--- config.mk ---
export PLATFORM = sky130hd
export DESIGN_NAME = tpm_host_arbiter
export DESIGN_NICKNAME = d
export VERILOG_FILES = /design/src/rtl/tpm_host_arbiter_pkg.sv /design/src/rtl/tpm_host_arbiter_rr_arbiter.sv /design/src/rtl/tpm_host_arbiter.sv
export SDC_FILE = /design/constraint.sdc
export NUM_CORES = 1
export LEC_CHECK = 0
export ABC_AREA = 1
export BUFFER_PORTS_ARGS = -buffer_cell sky130_fd_sc_hd__buf_2
export CAP_MARGIN = 0
export CORE_ASPECT_RATIO = 0.9
export CORE_MARGIN = 3
export CORE_UTILIZATION = 41
export DETAILED_ROUTE_END_ITERATION = 12
export PLACE_DENSITY = 0.68
export SLEW_MARGIN = 0
export SYNTH_ARGS = -nofsm -noshare
export SYNTH_HDL_FRONTEND = slang
export SYNTH_HIERARCHICAL = 1
export SYNTH_SLANG_ARGS = --single-unit
--- constraint.sdc ---
create_clock -name clk_i -period 2.4 [get_ports clk_i]
set_input_delay 0.12 -clock clk_i [delete_from_list [all_inputs] [get_ports clk_i]]
set_output_delay 0.12 -clock clk_i [all_outputs]
set_load 0.03 [all_outputs]
--- src/rtl/tpm_host_arbiter_pkg.sv ---
// Shared definitions for the TPM host arbiter: FSM state encoding, requester
// port indices, bus widths and the default register-file acknowledge timeout.
package tpm_host_arbiter_pkg;

    localparam int ADDR_W = 16;
    localparam int DATA_W = 8;

    // Requester port indices
    localparam logic PORT_LPC = 1'b0;
    localparam logic PORT_SPI = 1'b1;

    // Cycles to wait for reg_ack_i before aborting an access
    localparam logic [7:0] TIMEOUT_DEFAULT = 8'd255;

    // Read data returned when an access is aborted
    localparam logic [DATA_W-1:0] RDATA_TIMEOUT = 8'hFF;

    typedef enum logic [1:0] {
        ST_IDLE  = 2'd0,
        ST_ISSUE = 2'd1,
        ST_WAIT  = 2'd2,
        ST_DONE  = 2'd3
    } state_t;

endpackage

--- src/rtl/tpm_host_arbiter_rr_arbiter.sv ---
// tpm_rr_arbiter: two-way round-robin grant with owner lock.
// Ports:
//   clk_i, rst_n_i  clock, asynchronous active-low reset
//   eligible_i      per-port eligibility (txn active and a request pending)
//   lock_i          current owner still holds its transaction window
//   owner_i         current owner index
//   update_i        grant is being consumed this cycle; record it as last owner
//   grant_vld_o     a port may be served
//   grant_o         index of the port to serve
module tpm_rr_arbiter
    import tpm_host_arbiter_pkg::*;
(
    input  logic       clk_i,
    input  logic       rst_n_i,
    input  logic [1:0] eligible_i,
    input  logic       lock_i,
    input  logic       owner_i,
    input  logic       update_i,
    output logic       grant_vld_o,
    output logic       grant_o
);

    logic last_owner;

    always_comb begin
        grant_vld_o = 1'b0;
        grant_o     = owner_i;
        if (lock_i) begin
            // Locked: only the owner can be served, the other port waits
            grant_vld_o = eligible_i[owner_i];
            grant_o     = owner_i;
        end else begin
            grant_vld_o = |eligible_i;
            if (&eligible_i) begin
                grant_o = ~last_owner;
            end else if (eligible_i[PORT_SPI]) begin
                grant_o = PORT_SPI;
            end else begin
                grant_o = PORT_LPC;
            end
        end
    end

    always_ff @(posedge clk_i or negedge rst_n_i) begin
        if (!rst_n_i) begin
            last_owner <= PORT_SPI;
        end else if (update_i && grant_vld_o) begin
            last_owner <= grant_o;
        end
    end

endmodule

--- src/rtl/tpm_host_arbiter.sv ---
// tpm_host_arbiter: shares one TPM register-file port between an LPC and an
// SPI requester. Ownership is granted round-robin and locked for the whole
// transaction window (txn_i) of the owner, so multi-byte accesses from one
// host are never interleaved with the other.
// Ports:
//   clk_i, rst_n_i              clock, asynchronous active-low reset
//   txn_i[p]                    requester transaction window (0=LPC, 1=SPI)
//   addr_i[p], wdata_i[p]       register address and write byte
//   wr_i[p], rd_i[p]            level requests, held until matching done
//   wr_done_o[p], rd_done_o[p]  level completions (4-phase handshake)
//   rdata_o[p]                  read byte, valid while rd_done_o[p] is high
//   reg_addr_o, reg_wdata_o     register-file address and write data
//   reg_we_o, reg_re_o          single-cycle write/read strobes
//   reg_rdata_i, reg_ack_i      register-file read data and acknowledge
//   owner_o, busy_o, err_o      current owner, lock held, sticky timeout
module tpm_host_arbiter
    import tpm_host_arbiter_pkg::*;
#(
    parameter logic [7:0] TIMEOUT = TIMEOUT_DEFAULT
) (
    input  logic                   clk_i,
    input  logic                   rst_n_i,
    input  logic [1:0]             txn_i,
    input  logic [1:0][ADDR_W-1:0] addr_i,
    input  logic [1:0][DATA_W-1:0] wdata_i,
    input  logic [1:0]             wr_i,
    input  logic [1:0]             rd_i,
    output logic [1:0]             wr_done_o,
    output logic [1:0]             rd_done_o,
    output logic [1:0][DATA_W-1:0] rdata_o,
    output logic [ADDR_W-1:0]      reg_addr_o,
    output logic [DATA_W-1:0]      reg_wdata_o,
    output logic                   reg_we_o,
    output logic                   reg_re_o,
    input  logic [DATA_W-1:0]      reg_rdata_i,
    input  logic                   reg_ack_i,
    output logic                   owner_o,
    output logic                   busy_o,
    output logic                   err_o
);

    state_t     state;
    logic [7:0] tmo_cnt;
    logic       op_rd;       // access in flight is a read
    logic [1:0] eligible;
    logic       lock;
    logic       grant_vld;
    logic       grant;
    logic       owner_req;   // owner still holds the request being served

    assign eligible  = txn_i & (wr_i | rd_i);
    assign lock      = busy_o & txn_i[owner_o];
    assign owner_req = op_rd ? rd_i[owner_o] : wr_i[owner_o];

    tpm_rr_arbiter u_rr_arbiter (
        .clk_i       (clk_i),
        .rst_n_i     (rst_n_i),
        .eligible_i  (eligible),
        .lock_i      (lock),
        .owner_i     (owner_o),
        .update_i    (state == ST_IDLE),
        .grant_vld_o (grant_vld),
        .grant_o     (grant)
    );

    always_ff @(posedge clk_i or negedge rst_n_i) begin
        if (!rst_n_i) begin
            state       <= ST_IDLE;
            tmo_cnt     <= '0;
            op_rd       <= 1'b0;
            busy_o      <= 1'b0;
            err_o       <= 1'b0;
            owner_o     <= 1'b0;
            wr_done_o   <= '0;
            rd_done_o   <= '0;
            rdata_o     <= '0;
            reg_addr_o  <= '0;
            reg_wdata_o <= '0;
            reg_we_o    <= 1'b0;
            reg_re_o    <= 1'b0;
        end else begin
            // Strobes are only ever high for the single ISSUE cycle
            reg_we_o <= 1'b0;
            reg_re_o <= 1'b0;

            case (state)
                ST_IDLE: begin
                    if (grant_vld) begin
                        busy_o      <= 1'b1;
                        owner_o     <= grant;
                        reg_addr_o  <= addr_i[grant];
                        reg_wdata_o <= wdata_i[grant];
                        // Read wins when both levels are up
                        op_rd       <= rd_i[grant];
                        reg_re_o    <= rd_i[grant];
                        reg_we_o    <= ~rd_i[grant];
                        state       <= ST_ISSUE;
                    end else if (!lock) begin
                        busy_o <= 1'b0;
                    end
                end

                ST_ISSUE: begin
                    tmo_cnt <= '0;
                    state   <= ST_WAIT;
                end

                ST_WAIT: begin
                    // Ack is checked first so an ack on the timeout cycle is a normal completion
                    if (reg_ack_i || (tmo_cnt == TIMEOUT)) begin
                        if (op_rd) begin
                            rdata_o[owner_o] <= reg_ack_i ? reg_rdata_i : RDATA_TIMEOUT;
                        end
                        if (!reg_ack_i) begin
                            err_o <= 1'b1;
                        end
                        if (txn_i[owner_o]) begin
                            if (op_rd) begin
                                rd_done_o[owner_o] <= 1'b1;
                            end else begin
                                wr_done_o[owner_o] <= 1'b1;
                            end
                            state <= ST_DONE;
                        end else begin
                            // Owner abandoned its window: finish silently and drop the lock
                            busy_o <= 1'b0;
                            state  <= ST_IDLE;
                        end
                    end else begin
                        tmo_cnt <= tmo_cnt + 8'd1;
                    end
                end

                ST_DONE: begin
                    if (!owner_req || !txn_i[owner_o]) begin
                        wr_done_o <= '0;
                        rd_done_o <= '0;
                        state     <= ST_IDLE;
                    end
                end

                default: state <= ST_IDLE;
            endcase
        end
    end

endmodule

; ---- After elaboration in Yosys (flattened, before gate mapping)
; Cells that the tools add are included.
[word_totals]
reg_bits = 61
in_bits = 65
output_inout_bits = 49
[op_classes]
add_sub_neg = 1
magnitude_cmp = 3
eq_ne = 13
mux = 49
bitwise = 8
n_reduce_logical = 20
[op_table]
columns = operator, n
row1 = $mux 8, 5
row2 = $mux 16, 2
row3 = $mux 1, 24
row4 = $mux 2, 10
row5 = $bwmux 16, 1
row6 = $ne 2x2->1 const B, 8
row7 = $pmux 8 s2, 1
row8 = $reduce_and 5->1, 2
row9 = $reduce_and 3->1, 3
row10 = $add 8x1->8 const B, 1
row11 = $demux 8 s1, 1
row12 = $eq 8x8->1 const B, 1
row13 = $pmux 2 s2, 2
row14 = $pmux 2 s4, 1
row15 = $or 2x2->2, 3
row16 = $reduce_and 2->1, 3
row17 = $reduce_bool 2->1, 3
row18 = $eq 2x2->1 const B, 2
row19 = $lt 1x2->1 const B, 2
row20 = $reduce_and 4->1, 1
row21 = $ne 3x3->1 const B, 1
row22 = $not 1->1, 3
row23 = $and 2x2->2, 1
row24 = $eq 2x1->1 const B, 1
row25 = other kinds (9), 12

; ---- Depth between registers and ports, before layout
[depth]
word_depth = 10
mapped_depth = 13
depth_no_buf = 12

; ---- Hierarchy
; Netlist, hierarchy kept.
[by_module_without_submodules]
columns = module, n_inst, cells_each, area_each_um2, seq_area_each_um2
row1 = tpm_host_arbiter, 1, 364, 3032.9, 1501.4
row2 = tpm_rr_arbiter, 1, 15, 88.8, 26.3

; ---- Least setup slack after synthesis
; No wires, ideal clock.
[synth_timing]
path_type = register -> register
from = reg owner_o
to = reg reg_addr_o[10]
arrival_time_ns = 1.922
required_ns = 2.318
slack_ns = 0.397
stages_incl_launch_ff = 12
period_less_slack_ns = 2.003
path_cell_list = dfrtp_1 buf_6 o21ai_1 nor2_1 inv_1 nand3_1 nand2_1 buf_2 inv_2 clkbuf_1 nand2_1 a31oi_1
[synth_between]
elab_chain_len = 6
[synth_rtl]
columns = element, line
row1 = from (decl), tpm_host_arbiter.sv:37  ; output logic owner_o,
row2 = from (signal assigned), tpm_host_arbiter.sv:90  ; owner_o <= grant;
row3 = $mux 1 (not written as such) (2 in a row), tpm_host_arbiter.sv:52  ; assign lock = busy_o & txn_i[owner_o];
row4 = $and 1x1->1, tpm_host_arbiter.sv:52
row5 = via lock, tpm_host_arbiter.sv:46  ; logic lock;
row6 = $mux 1, tpm_host_arbiter_rr_arbiter.sv:28  ; if (lock_i) begin
row7 = via grant, tpm_host_arbiter.sv:48  ; logic grant;
row8 = $mux 16 (not written as such) (2 in a row), tpm_host_arbiter.sv:91  ; reg_addr_o <= addr_i[grant];
row9 = to (signal assigned), tpm_host_arbiter.sv:91
row10 = to (decl), tpm_host_arbiter.sv:31  ; output logic [ADDR_W-1:0] reg_addr_o,
; The timed path passes the listed nets, and every way through them passes these cells. The select of a mux whose other input is x is not followed.
; A chain may end at the register's enable or synchronous reset.

; ---- Final worst setup path
[layout_timing]
from = reg owner_o
to = reg reg_wdata_o[5]
[layout_rtl]
columns = element, line
row1 = $mux 1 (not written as such) (2 in a row), tpm_host_arbiter.sv:52
row2 = $and 1x1->1, tpm_host_arbiter.sv:52
row3 = via lock, tpm_host_arbiter.sv:46
row4 = $mux 1, tpm_host_arbiter_rr_arbiter.sv:28
row5 = via grant_vld, tpm_host_arbiter.sv:47  ; logic grant_vld;
row6 = $reduce_and 2->1 (no source line), n/a
row7 = to (signal assigned), tpm_host_arbiter.sv:92  ; reg_wdata_o <= wdata_i[grant];
row8 = to (decl), tpm_host_arbiter.sv:32  ; output logic [DATA_W-1:0] reg_wdata_o,
; The timed path passes the listed nets, and every way through them passes these cells. The select of a mux whose other input is x is not followed.

==> flow_summary.ini <==
[clocking]
cts_root_buffer_type = sky130_fd_sc_hd__clkbuf_8
clock-sinks = 61
cts_max_level = 3
cts.repair.resized = 0
cts-buffers-inserted = 9
worstSkewPairLatency_ns = 0.33
cts_tree = done
cts_buffer_depth = 2
clk_pin_slew_worst_paths_ns = 0.07

[global_route]
vias_in_the_first_global_route = 2700
global_route.overflow_total = 0
grt_pass1_wl_um = 12500
grt_util_all_layers_pct = 17.8
grt_max_degree = 49
antenna_found_initial = 0

[floorplanning]
die-height_um = 88.8
fp-row-count = 29
count_of_pins_on_the_block_boundary = 114
die-area_um2 = 8700
floorplan.initialDensity_pct = 43.2
core_region_area_um2 = 7220
die_width_um = 98.0

[worst_setup_path]
cp-start-kind = flip-flop
cp_max_fo = 48
r2r.worst_path.cells = 10
data_arrival_time_of_the_critical_path_ns = 2.17
critPathKind = flip-flop to flip-flop
timing.critical_path.to_type = flip-flop
required_ns = 2.65

[power_and_ir_drop]
static-leakage-power_nw = 2.07
fin_total_pwr_mw = 5.63
p_per_area_nw_per_um2 = 1410
vdd.ir_drop.worst_v = 0.000732

[cells_and_area]
number_of_nets_at_the_end_of_the_flow = 560
layout.filler_cells = 705
syn_to_final_growth_pct = 27.8
drive_above_1_share_pct = 35.5
antenna-diode-count = 0

[synthesis]
yosysSeqAreaShare_pct = 48.9
count_of_state_elements_after_synthesis = 61
post_syn_instances = 379
synthesized_net_count = 445
yosysWarningCount = 6
synthesis.area_um2 = 3120
ys_types = 31
synthesis.area_per_instance_um2 = 8.24

[drt]
routed_wirelength_um = 7470
postRouteAntennaNets = 0
avgRoutedWirePerCell_um = 12.6
detail_route.drc_violations = 0
via_count = 2807
vias_per_cell = 4.74
first_pass_iters = 4
first_iter_violations = 112

[sta]
worst_margin_pin_slew_ns = 0.720
fin_skew_ns = 0.0103
fin_tns_setup_ns = 0
post-route-worst-setup-slack_ns = 0.481
whs_ns = 0.0376
grt_setup_unrepaired = no
max_clock_freq_mhz = 521
setup_viol_count_final = 0
hold_fails_final_rpt = 0
slew-limit-headroom_pct = 52.0
layout_worst_path_cycle_share_pct = 80.0
final_max_slew_viol_count = 0
layout_min_cycle_time_ns = 1.92

[run]
max-cap-violations = 0

[min_path]
min-delay-path-class = input port to flip-flop
worst_hold_path.num_cells = 3

[placement]
place_hpwl_um = 5640
post-place-ws_ns = 0.480
place.gp.congestion = 0.822
buffer_ports.inserted = 113

[outcome]
outcome = completed
[worst max-delay path, cell delays in order (launching register included)]
cell	delay (ns)
sky130_fd_sc_hd__dfrtp_1	0.46
sky130_fd_sc_hd__o21ai_1	0.25
sky130_fd_sc_hd__nor2_1	0.11
sky130_fd_sc_hd__nand2_2	0.08
sky130_fd_sc_hd__nand2_2	0.05
sky130_fd_sc_hd__nand2_2	0.12
sky130_fd_sc_hd__nand2_4	0.09
sky130_fd_sc_hd__inv_2	0.05
sky130_fd_sc_hd__buf_4	0.36
sky130_fd_sc_hd__nor2_1	0.08
sky130_fd_sc_hd__a31oi_1	0.18
[synthesized netlist by cell type (all sizes together)]
cell    instances  area share (%)
nand2         136              18
dfrtp          60              48
nor2           52             7.5
inv            28             3.5
o21ai          25             5.3
a31oi          24             4.8
nand3          11             2.1
buf             9             2.9
or2             8             1.6
a21oi           7             1.2
xor2            5             1.4
clkbuf          4            0.48
o22ai           3            0.60
nand4           2            0.40
bufbuf          1            0.60
dfstp           1            0.84
ha              1            0.40
nor3            1            0.16
o21bai          1            0.24
[layer usage]
| metal | wire length, um | global-route usage, % | share of wire, % | up-vias |
|---|---|---|---|---|
| li1 | - | - | - | 1446 |
| met4 | 85 | 4.91 | 1.1 | 0 |
| met2 | 3340 | 29.5 | 45 | 112 |
| met5 | 0 | 0 | 0 | - |
| met1 | 3420 | 22.4 | 46 | 1241 |
| met3 | 619 | 6.38 | 8.3 | 8 |
[flip-flops by register name, indices dropped and copies added, names as in the netlist]
register / cells
rdata_o: 16
reg_addr_o: 16
reg_wdata_o: 8
tmo_cnt: 8
rd_done_o: 2
state: 2
wr_done_o: 2
busy_o: 1
err_o: 1
op_rd: 1
owner_o: 1
reg_re_o: 1
reg_we_o: 1
u_rr_arbiter/last_owner: 1
[cell type report]
class | instances | area, um^2 | share of cell area, %
multi-input cells | 276 | 1360 | 34.1
flip-flops and latches | 61 | 1530 | 38.3
repair buffers | 118 | 618 | 15.5
inverters | 28 | 110 | 2.76
clock inverters | 5 | 106 | 2.67
well taps | 93 | 116 | 2.92
clock buffers | 11 | 151 | 3.80
[report_power, final]
group / switching [mW] / internal (mW)
registers: 0.304 / 1.48
clock network: 0.402 / 0.748
logic: 1.89 / 0.799
[cell usage in the layout, fill, tap and decap left out, types with 2 or more instances in the layout]
| cell type | n |
|---|---|
| sky130_fd_sc_hd__a21oi_1 | 6 |
| sky130_fd_sc_hd__a31oi_1 | 24 |
| sky130_fd_sc_hd__buf_2 | 113 |
| sky130_fd_sc_hd__buf_4 | 3 |
| sky130_fd_sc_hd__bufinv_16 | 3 |
| sky130_fd_sc_hd__clkbuf_8 | 11 |
| sky130_fd_sc_hd__dfrtp_1 | 60 |
| sky130_fd_sc_hd__inv_1 | 22 |
| sky130_fd_sc_hd__inv_2 | 5 |
| sky130_fd_sc_hd__nand2_1 | 127 |
| sky130_fd_sc_hd__nand2_2 | 5 |
| sky130_fd_sc_hd__nand2_4 | 4 |
| sky130_fd_sc_hd__nand3_1 | 9 |
| sky130_fd_sc_hd__nand3_2 | 2 |
| sky130_fd_sc_hd__nand4_1 | 2 |
| sky130_fd_sc_hd__nor2_1 | 46 |
| sky130_fd_sc_hd__nor2_4 | 5 |
| sky130_fd_sc_hd__o21ai_0 | 12 |
| sky130_fd_sc_hd__o21ai_1 | 2 |
| sky130_fd_sc_hd__o21ai_2 | 11 |
| sky130_fd_sc_hd__o22ai_1 | 3 |
| sky130_fd_sc_hd__or2_2 | 8 |
| sky130_fd_sc_hd__xor2_1 | 5 |
[cell families (layout without fill, tap and decap cells)]
| family | after synthesis | in the layout | synth area share (%) |
|---|---|---|---|
| AO/OA/AOI/OAI | 60 | 60 | 12.2 |
| adder cells (fa/ha/maj) | 1 | 1 | 0.401 |
| XOR/XNOR | 5 | 5 | 1.40 |
| AND/OR/NAND/NOR | 210 | 210 | 29.5 |
| flip-flops | 61 | 61 | 48.9 |
| buffers and inverters | 42 | 162 | 7.53 |
[metrics by stage]
stage / std cells / area [um^2] / utilization (%)
after floorplan: 379 / 3120 / -
after global placement: 575 / 3720 / 51.5
after detailed placement: 575 / 3720 / 51.5
after CTS: 592 / 3990 / 55.2
after global routing: 592 / 3990 / 55.2
final: 592 / 3990 / 55.2
[timing repair]
| action | in CTS | in global routing |
|---|---|---|
| hold buffers | 1 | 0 |
| setup buffers | 0 | 0 |
| hold endpoints to repair | 29 | 0 |
[path summary, 6_finish.rpt]
kind / start / to / slack, ns
worst min-delay path: wdata_i[9] / reg_wdata_o[1] / 0.04
min in group asynchronous: rst_n_i / wr_done_o[1] / 0.37
worst max-delay path: owner_o / reg_wdata_o[5] / 0.48
worst min register to register: u_rr_arbiter/last_owner / u_rr_arbiter/last_owner / 0.47
max in group asynchronous: rst_n_i / reg_addr_o[4] / 1.41
worst max register to register: owner_o / reg_wdata_o[5] / 0.48
No activity file was read; power rests on OpenSTA's default activity.
